`config.mk`:
```
export PLATFORM = sky130hd
export DESIGN_NAME = dmem_access_unit
export DESIGN_NICKNAME = d
export VERILOG_FILES = /design/src/rtl/rv32i_types.sv /design/src/rtl/dmem_format.sv /design/src/rtl/dmem_access_unit.sv
export SDC_FILE = /design/constraint.sdc
export NUM_CORES = 1
export LEC_CHECK = 0
export BUFFER_PORTS_ARGS = -buffer_cell sky130_fd_sc_hd__buf_2
export CAP_MARGIN = 20
export CELL_PAD_IN_SITES_DETAIL_PLACEMENT = 0
export CELL_PAD_IN_SITES_GLOBAL_PLACEMENT = 1
export CORE_MARGIN = 4
export CORE_UTILIZATION = 38
export CTS_BUF_LIST = sky130_fd_sc_hd__clkbuf_16
export CTS_CLUSTER_DIAMETER = 60
export CTS_CLUSTER_SIZE = 12
export DETAILED_ROUTE_END_ITERATION = 12
export PLACE_DENSITY_LB_ADDON = 0.15
export SYNTH_ARGS = -nofsm -noshare
export SYNTH_HDL_FRONTEND = slang
export SYNTH_SLANG_ARGS = --single-unit
export TNS_END_PERCENT = 30
```
`constraint.sdc`:
```
create_clock -name clk -period 2.9 [get_ports clk]
set_input_delay 0.58 -clock clk [delete_from_list [all_inputs] [get_ports clk]]
set_output_delay 0.58 -clock clk [all_outputs]
set_load 0.03 [all_outputs]
```
`src/rtl/rv32i_types.sv`:
```
// Shared RV32I encodings and the MEM-stage data-memory FSM state.
package rv32i_types;

  typedef enum logic [2:0] {
    LB  = 3'b000,
    LH  = 3'b001,
    LW  = 3'b010,
    LBU = 3'b100,
    LHU = 3'b101
  } load_funct3_t;

  typedef enum logic [2:0] {
    SB = 3'b000,
    SH = 3'b001,
    SW = 3'b010
  } store_funct3_t;

  typedef enum logic [1:0] {
    IDLE,
    BUSY,
    DONE
  } dmem_state_t;

  // Legal width code with natural alignment; anything else is rejected as misaligned.
  function automatic logic access_ok(input logic       is_load,
                                     input logic       is_store,
                                     input logic [2:0] funct3,
                                     input logic [1:0] offset);
    logic ok;
    ok = 1'b0;
    if (is_load) begin
      case (funct3)
        LB, LBU: ok = 1'b1;
        LH, LHU: ok = ~offset[0];
        LW:      ok = (offset == 2'b00);
        default: ok = 1'b0;
      endcase
    end else if (is_store) begin
      case (funct3)
        SB:      ok = 1'b1;
        SH:      ok = ~offset[0];
        SW:      ok = (offset == 2'b00);
        default: ok = 1'b0;
      endcase
    end
    return ok;
  endfunction

endpackage

```
`src/rtl/dmem_format.sv`:
```
// Combinational store lane/mask generation and load extraction with sign/zero extension.
module dmem_format
  import rv32i_types::*;
#(
  parameter int unsigned XLEN   = 32,
  parameter int unsigned MASK_W = XLEN / 8
) (
  input  logic [2:0]        st_funct3,
  input  logic [1:0]        st_offset,
  input  logic [XLEN-1:0]   st_data,
  output logic [MASK_W-1:0] wmask,
  output logic [XLEN-1:0]   wdata,
  input  logic [2:0]        ld_funct3,
  input  logic [1:0]        ld_offset,
  input  logic [XLEN-1:0]   ld_raw,
  output logic [XLEN-1:0]   ld_data
);

  logic [XLEN-1:0] ld_shifted;

  // Replication already places the datum in every lane, so the lane shift is a rotate
  // that leaves the replicated word unchanged.
  always_comb begin
    wmask = '0;
    wdata = st_data;
    case (st_funct3)
      SB: begin
        wmask = MASK_W'(4'b0001) << st_offset;
        wdata = {4{st_data[7:0]}};
      end
      SH: begin
        wmask = MASK_W'(4'b0011) << st_offset;
        wdata = {2{st_data[15:0]}};
      end
      default: begin
        wmask = MASK_W'(4'b1111);
        wdata = st_data;
      end
    endcase
  end

  always_comb begin
    ld_shifted = ld_raw >> {ld_offset, 3'b000};
    case (ld_funct3)
      LB:      ld_data = {{24{ld_shifted[7]}}, ld_shifted[7:0]};
      LBU:     ld_data = {24'h0, ld_shifted[7:0]};
      LH:      ld_data = {{16{ld_shifted[15]}}, ld_shifted[15:0]};
      LHU:     ld_data = {16'h0, ld_shifted[15:0]};
      default: ld_data = ld_raw;
    endcase
  end

endmodule

```
`src/rtl/dmem_access_unit.sv`:
```
// MEM-stage data-memory initiator: req/resp FSM, capture registers, stall and misalign flags.
module dmem_access_unit
  import rv32i_types::*;
#(
  parameter int unsigned XLEN   = 32,
  parameter int unsigned MASK_W = XLEN / 8
) (
  input  logic              clk,
  input  logic              rst,
  input  logic              op_valid,
  input  logic              is_load,
  input  logic              is_store,
  input  logic [2:0]        funct3,
  input  logic [XLEN-1:0]   addr,
  input  logic [XLEN-1:0]   store_data,
  input  logic              advance,
  output logic              dmem_read,
  output logic              dmem_write,
  output logic [XLEN-1:0]   dmem_address,
  output logic [MASK_W-1:0] dmem_wmask,
  output logic [XLEN-1:0]   dmem_wdata,
  input  logic              dmem_resp,
  input  logic [XLEN-1:0]   dmem_rdata,
  output logic [XLEN-1:0]   mem_data_out,
  output logic              mem_stall,
  output logic              mem_misalign
);

  dmem_state_t     state_q, state_d;
  logic [XLEN-1:0] addr_q, addr_d;
  logic [XLEN-1:0] sdata_q, sdata_d;
  logic [2:0]      funct3_q, funct3_d;
  logic            is_load_q, is_load_d;
  logic [XLEN-1:0] data_q, data_d;
  logic [2:0]      ld_funct3_q, ld_funct3_d;
  logic [1:0]      ld_off_q, ld_off_d;

  logic            op_ok, issue;
  logic            cur_load;
  logic [2:0]      cur_funct3;
  logic [XLEN-1:0] cur_addr, cur_sdata;
  logic [MASK_W-1:0] fmt_wmask;
  logic [XLEN-1:0] fmt_wdata, fmt_ld_data;

  assign op_ok = op_valid & access_ok(is_load, is_store, funct3, addr[1:0]);

  // Live inputs only matter on the issue cycle; afterwards the captured copy drives memory.
  assign cur_load   = (state_q == IDLE) ? is_load    : is_load_q;
  assign cur_funct3 = (state_q == IDLE) ? funct3     : funct3_q;
  assign cur_addr   = (state_q == IDLE) ? addr       : addr_q;
  assign cur_sdata  = (state_q == IDLE) ? store_data : sdata_q;

  dmem_format #(
    .XLEN  (XLEN),
    .MASK_W(MASK_W)
  ) u_format (
    .st_funct3(cur_funct3),
    .st_offset(cur_addr[1:0]),
    .st_data  (cur_sdata),
    .wmask    (fmt_wmask),
    .wdata    (fmt_wdata),
    .ld_funct3(ld_funct3_q),
    .ld_offset(ld_off_q),
    .ld_raw   (data_q),
    .ld_data  (fmt_ld_data)
  );

  always_comb begin
    state_d     = state_q;
    addr_d      = addr_q;
    sdata_d     = sdata_q;
    funct3_d    = funct3_q;
    is_load_d   = is_load_q;
    data_d      = data_q;
    ld_funct3_d = ld_funct3_q;
    ld_off_d    = ld_off_q;
    issue       = 1'b0;

    unique case (state_q)
      IDLE: begin
        if (op_ok) begin
          issue     = 1'b1;
          addr_d    = addr;
          sdata_d   = store_data;
          funct3_d  = funct3;
          is_load_d = is_load;
          state_d   = dmem_resp ? DONE : BUSY;
        end
      end
      BUSY: begin
        issue = 1'b1;
        if (dmem_resp) state_d = DONE;
      end
      DONE: begin
        if (advance) state_d = IDLE;
      end
      default: state_d = IDLE;
    endcase

    // Stores leave data_q alone so mem_data_out keeps the last load result.
    if (issue && dmem_resp && cur_load) begin
      data_d      = dmem_rdata;
      ld_funct3_d = cur_funct3;
      ld_off_d    = cur_addr[1:0];
    end
  end

  always_ff @(posedge clk) begin
    if (rst) begin
      state_q     <= IDLE;
      addr_q      <= '0;
      sdata_q     <= '0;
      funct3_q    <= '0;
      is_load_q   <= 1'b0;
      data_q      <= '0;
      ld_funct3_q <= LW;
      ld_off_q    <= 2'b00;
    end else begin
      state_q     <= state_d;
      addr_q      <= addr_d;
      sdata_q     <= sdata_d;
      funct3_q    <= funct3_d;
      is_load_q   <= is_load_d;
      data_q      <= data_d;
      ld_funct3_q <= ld_funct3_d;
      ld_off_q    <= ld_off_d;
    end
  end

  always_comb begin
    dmem_read    = issue & cur_load;
    dmem_write   = issue & ~cur_load;
    dmem_address = {cur_addr[XLEN-1:2], 2'b00};
    dmem_wmask   = dmem_write ? fmt_wmask : '0;
    dmem_wdata   = dmem_write ? fmt_wdata : '0;
    mem_stall    = issue;
    mem_misalign = (state_q == IDLE) & op_valid & ~op_ok;
    mem_data_out = mem_misalign ? '0 : fmt_ld_data;
  end

endmodule

```
[After elaboration in Yosys (flattened, before gate mapping)]
Cells that the tools add are included.
W data, S select, Z words.
Storage, ports and cells
  logic and storage cells: 64
  flip-flop bits (word level): 107
  bits of input ports: 106
  output and inout port bits: 104
Operators by class
  reductions and logical operators: 11
  shift-type cells: 3
  mux-type cells: 21
  bitwise gates (word level): 8
  equal/unequal tests: 13
Operators by type and width (count)
  $mux W32: 4
  $pmux W32 S4: 1
  $pmux W32 S2: 1
  $shr A32 B5 Y16: 1
  $eq A3 B3 Y1 const B: 4
  $eq A3 B1 Y1 const B: 3
  $logic_not A3 Y1: 3
  $mux W2: 4
  $pmux W4 S2: 1
  $ne A2 B2 Y1 const B: 3
  $pmux W1 S3: 2
  $pmux W2 S3: 1
  $and A1 B1 Y1: 5
  $logic_not A2 Y1: 2
  $mux W1: 4
  $mux W4: 1
  $reduce_or A2 Y1: 2
  $shl A1 B2 Y4 const A: 1
  $shl A2 B2 Y4 const A: 1
  $eq A3 B2 Y1 const B: 1
  $mux W3: 1
  $not A1 Y1: 3
  $reduce_and A3 Y1: 1
  $eq A2 B1 Y1 const B: 1
  4 further kinds: 5

[Longest topological paths before layout]
  depth after elaboration: 9
  mapped depth: 9
  depth with buffers taken out: 4

[Modules after synthesis]
From an unflattened synthesis, not the netlist that was laid out.
Second synthesis, totals
  cells, all modules: 985
  area, all modules: 7026.7 um^2
By module, submodules not included
  dmem_access_unit: sequential area each 2142.1 um^2, instances 1, area an instance 5909.4 um^2, cells an instance 805
  dmem_format: sequential area each 0.0 um^2, instances 1, area an instance 1117.3 um^2, cells an instance 180

[Worst setup path after synthesis]
Ideal clock, no wire load.
  path kind: in2out
  start: input funct3[2]
  end: output dmem_wdata[8]
  setup slack: -0.667 ns
  cell stages on the path: 4
  path buffers: 0
  data required time: 2.320 ns
  arrival time: 2.987 ns
  cell sequence: or4_1 > o31ai_2 > nand2b_2 > a2111oi_0
On the way
  word-level cells in the longest chain between the ends: 9
  elaborated cells on any way between the ends: 20
  those cells by class: 5 x eq/ne; 9 x mux; 2 x bitwise; 4 x reduce/logical
Ends and longest elaborated chain
  from (decl): RTL line dmem_access_unit.sv:13  | input logic [2:0] funct3,
  $eq A3 B2 Y1 (tied with other cells): RTL line rv32i_types.sv:32, rv32i_types.sv:39
  $pmux W1 S3 or $reduce_or A2 Y1 (tied branches): RTL line rv32i_types.sv:39, rv32i_types.sv:32
  $mux W1 or $pmux W1 S3 (tied branches): RTL line rv32i_types.sv:38, rv32i_types.sv:32
  $mux W1: RTL line rv32i_types.sv:31  | if (is_load) begin
  $and A1 B1 Y1: RTL line dmem_access_unit.sv:45  | assign op_ok = op_valid & access_ok(is_load, is_store, funct3, addr[1:0]);
  $mux W1: RTL line dmem_access_unit.sv:81  | if (op_ok) begin
  $pmux W1 S2: RTL line dmem_access_unit.sv:79  | unique case (state_q)
  $and A1 B1 Y1: RTL line dmem_access_unit.sv:132  | dmem_write = issue & ~cur_load;
  $mux W32 *: RTL line dmem_access_unit.sv:135  | dmem_wdata = dmem_write ? fmt_wdata : '0;
  to (decl): RTL line dmem_access_unit.sv:21  | output logic [XLEN-1:0] dmem_wdata,
Mark *: on every way between the ends. The rest lies on a longest branch, timed or not.

[Final worst setup path]
  start: input funct3[2]
  end: output dmem_wdata[19]
The elaborated chain is that of the path after synthesis.

==> summary.md <==
| Metric | Value |
|---|---|
| Status | completed |
| Hold path startpoint | dmem_resp |
| Internal | 0.002444 W |
| Mapped Cells | 909 |
| Setup crit start | funct3[2] |
| Slew headroom | 0.4547 |
| H-tree Lvls | 3 |
| Die X | 144.6 um |
| Arr. time, crit path | 2.25 ns |
| Vias | 6918 |
| Most used cell, CP | buf_2 |
| CP Class | primary input to output port |
| Tcrit/Tclk final | 0.9768 |
| Initial antenna violation count | 2 |
| PD cells | 425.6 mW/mm^2 |
| Hold_buf cts | 0 |
| Cell taking the most area after synthesis | dfxtp_1 |
| Startpoint types | primary input |
| Sequential cell area | 0.002145 mm^2 |
| Final Hold Fails | 0 |
| Drt initial violations | 454 |
| Number of buffers created by CTS | 9 |
| Worst-case clock buffer depth | 2 |
| P_sw | 0.001220 W |
| Wire per inst | 17.95 um |
| Cell family with most CP delay | buffers and inverters |
| Footprint of the multi-input gates | 0.004347 mm^2 |
| Pre-antenna DRT Iters | 5 |
| Root buffer cell | clkbuf_16 |
| Yosys top cell area share | 0.3019 |
| Reg2reg start | state_q[0] |
| Vias in the first global route | 6595 |
| Final Critical Period | 2.833 ns |
| Commonest non-fill, non-tap cell in the layout | buf_2 |
| Post-place instance area | 0.008144 mm^2 |
| Slew @ Worst Pin | 0.8180 ns |
| CP bufs+invs | 3 |
| First-pass GRT wire length | 35690 um |
| Synth Cell Area | 0.007096 mm^2 |
| Drt via density | 5.384 |
| CTS tree | built |
| Area Growth Syn to Fin | 21.30% |
| Post-DRT Antenna Nets | 0 |
| Class of the worst hold path | primary input to register |
| Die area | 0.02092 mm^2 |
| Async set-or-reset flop fraction in the synthesized netlist | 0 |
| # DRC | 0 |
| Placer Congestion | 0.8620 |
| Seq/Total Area, Yosys | 0.3019 |
| Gate power share | 0.244 |
| Static Leak | 3.571 nW |
| Largest net degree at the start of global routing | 86 |
| Layout fillers | 1892 |
| Initial Util | 0.3910 |
| Setup TNS | 0 ns |
| Site row count | 49 |
| Nets | 1156 |
| Fmax | 353.0 MHz |
| Final Util | 0.4743 |
| Max incr delay on CP | 0.58 ns |
| CP Capture Type | output port |
| Clk_skew | 0.01064 ns |
| Slew Viols, Final | 0 |
| Clock network power share | 0.333 |
| Syn_area_per_cell | 7.806 um^2 |
| Reg power frac | 0.423 |
| Req. time, crit path | 2.32 ns |
| Crit path max fanout | 27 |
| Clock slew at reported path FFs | 0.08 ns |
| Clk sinks | 107 |
| Post-synthesis cell type count | 48 |
| Slowest cell on crit path | or4_1 |
| Layout cell share with drive strength beyond 1 | 0.3024 |
| Post-synth EDFFs | 0 |
| Fin area | 0.008607 mm^2 |
| Max_cap viols | 0 |
| Worst-skew pair later-pin latency | 0.36 ns |
| Maximum vdd ir drop | 0.2946 mV |
| Most frequent cells in the layout | buf_2, nand2_1, a21oi_1, dfxtp_1, mux2i_1 |
| GRT overflow | 0 |
| IO Pins | 210 |
| Synth top area cells | dfxtp_1, mux2i_1, a21oi_1, nand2_1, nand2b_1 |
| Final wirelength | 23070 um |
| Port buffer count | 207 |
| Crit-path cells | buf_2 -> or4_1 -> o31a_2 -> buf_12 -> a2111oi_2 -> buf_2 |
| Total GRT Usage | 0.2130 |
| Sw Ratio | 0.3329 |
| Syn. warnings | 0 |
| Core area | 0.01815 mm^2 |
| Prevailing post-synth register cell | dfxtp_1 |
| Setup Viol. Count Final | 0 |
| Hpwl dp | 15720 um |
| Yosys reg bits | 107 |
| Die height | 144.6 um |
-- synthesized netlist by cell type (3+ instances only) --
cell	count
o2bb2ai_1	7
inv_1	5
buf_2	31
buf_4	35
o21ai_0	71
a2111oi_0	4
nor3_1	10
nand3_1	70
a2111oi_1	5
nor2_1	23
nand2b_1	66
mux2_2	13
clkbuf_1	51
a22oi_1	14
nor3b_1	8
dfxtp_1	107
a311oi_1	6
mux2i_1	90
a21oi_1	106
buf_8	3
a2111oi_2	18
nor2b_1	4
a211oi_1	6
nand2_1	132
-- cell families (layout without fill, tap and decap cells) --
| family | count (synthesis) | in the layout | synth area share |
|---|---|---|---|
| AND/OR/NAND/NOR | 320 | 320 | 0.2174 |
| multiplexers | 105 | 105 | 0.1524 |
| AO/OA/AOI/OAI | 246 | 247 | 0.2287 |
| other | 1 | 3 | 0.0005285 |
| flip-flops | 107 | 107 | 0.3019 |
| buffers and inverters | 130 | 274 | 0.09910 |
-- metrics by stage --
step	total power [W]	cells	setup WS (ns)	hold slack (ns)
2_1_floorplan	0.002192	910	-0.2609	0.4487
3_3_place_gp	0.002439	1261	-0.1849	0.4597
3_5_place_dp	0.002447	1262	-0.1039	0.4663
4_1_cts	0.003690	1281	-0.01439	0.4003
5_1_grt	0.003841	1284	-0.01999	0.3980
6_report	0.003663	1285	0.06739	0.4111
-- power by group through the flow --
stage	clock network [W]	registers [W]	logic, W
2_1_floorplan	0	0.00157	0.000621
3_3_place_gp	0	0.00158	0.000858
3_5_place_dp	0	0.00158	0.000863
4_1_cts	0.00126	0.00155	0.000883
5_1_grt	0.00131	0.00156	0.000971
6_report	0.00122	0.00155	0.000894
-- path summary, 6_finish.rpt --
| check | end | slack (ns) | cells past startpoint |
|---|---|---|---|
| max reg2reg | data_q[2] | 0.48 | 9 |
| max | dmem_wdata[19] | 0.07 | 6 |
| min reg2reg | data_q[6] | 0.48 | 2 |
| min | state_q[0] | 0.41 | 2 |
-- layout make-up --
class                   instances  area share
flip-flops and latches        107      0.2492
repair buffers                251      0.1762
well taps                     229     0.03329
diodes                          1   0.0002907
clock buffers                   9     0.02617
clock inverters                 7    0.006832
inverters                       7    0.003053
multi-input cells             674      0.5050
-- flip-flops by register name, summed over array words and instances (netlist names) --
| signal | cells |
|---|---|
| state_q | 2 |
| is_load_q | 1 |
| data_q | 32 |
| addr_q | 32 |
| sdata_q | 32 |
| ld_off_q | 2 |
| ld_funct3_q | 3 |
| funct3_q | 3 |
-- per-layer routing --
metal | up-vias | GRT usage | wire length (um)
li1 | 3461 | - | -
met1 | 3223 | 0.3005 | 10630
met2 | 210 | 0.3385 | 10700
met3 | 20 | 0.04861 | 1446
met4 | 4 | 0.03633 | 267
met5 | - | 0 | 22
-- what timing repair did --
item | 4_1_cts | 5_1_grt
setup endpoints to repair | 22 | 63
buffers inserted | 2 | 2
gates resized for setup | 8 | 19
hold endpoints to repair | 0 | 0
pin swaps | 1 | 5
gates cloned | 1 | 1
Note: power is estimated with default switching activity, not from simulation.
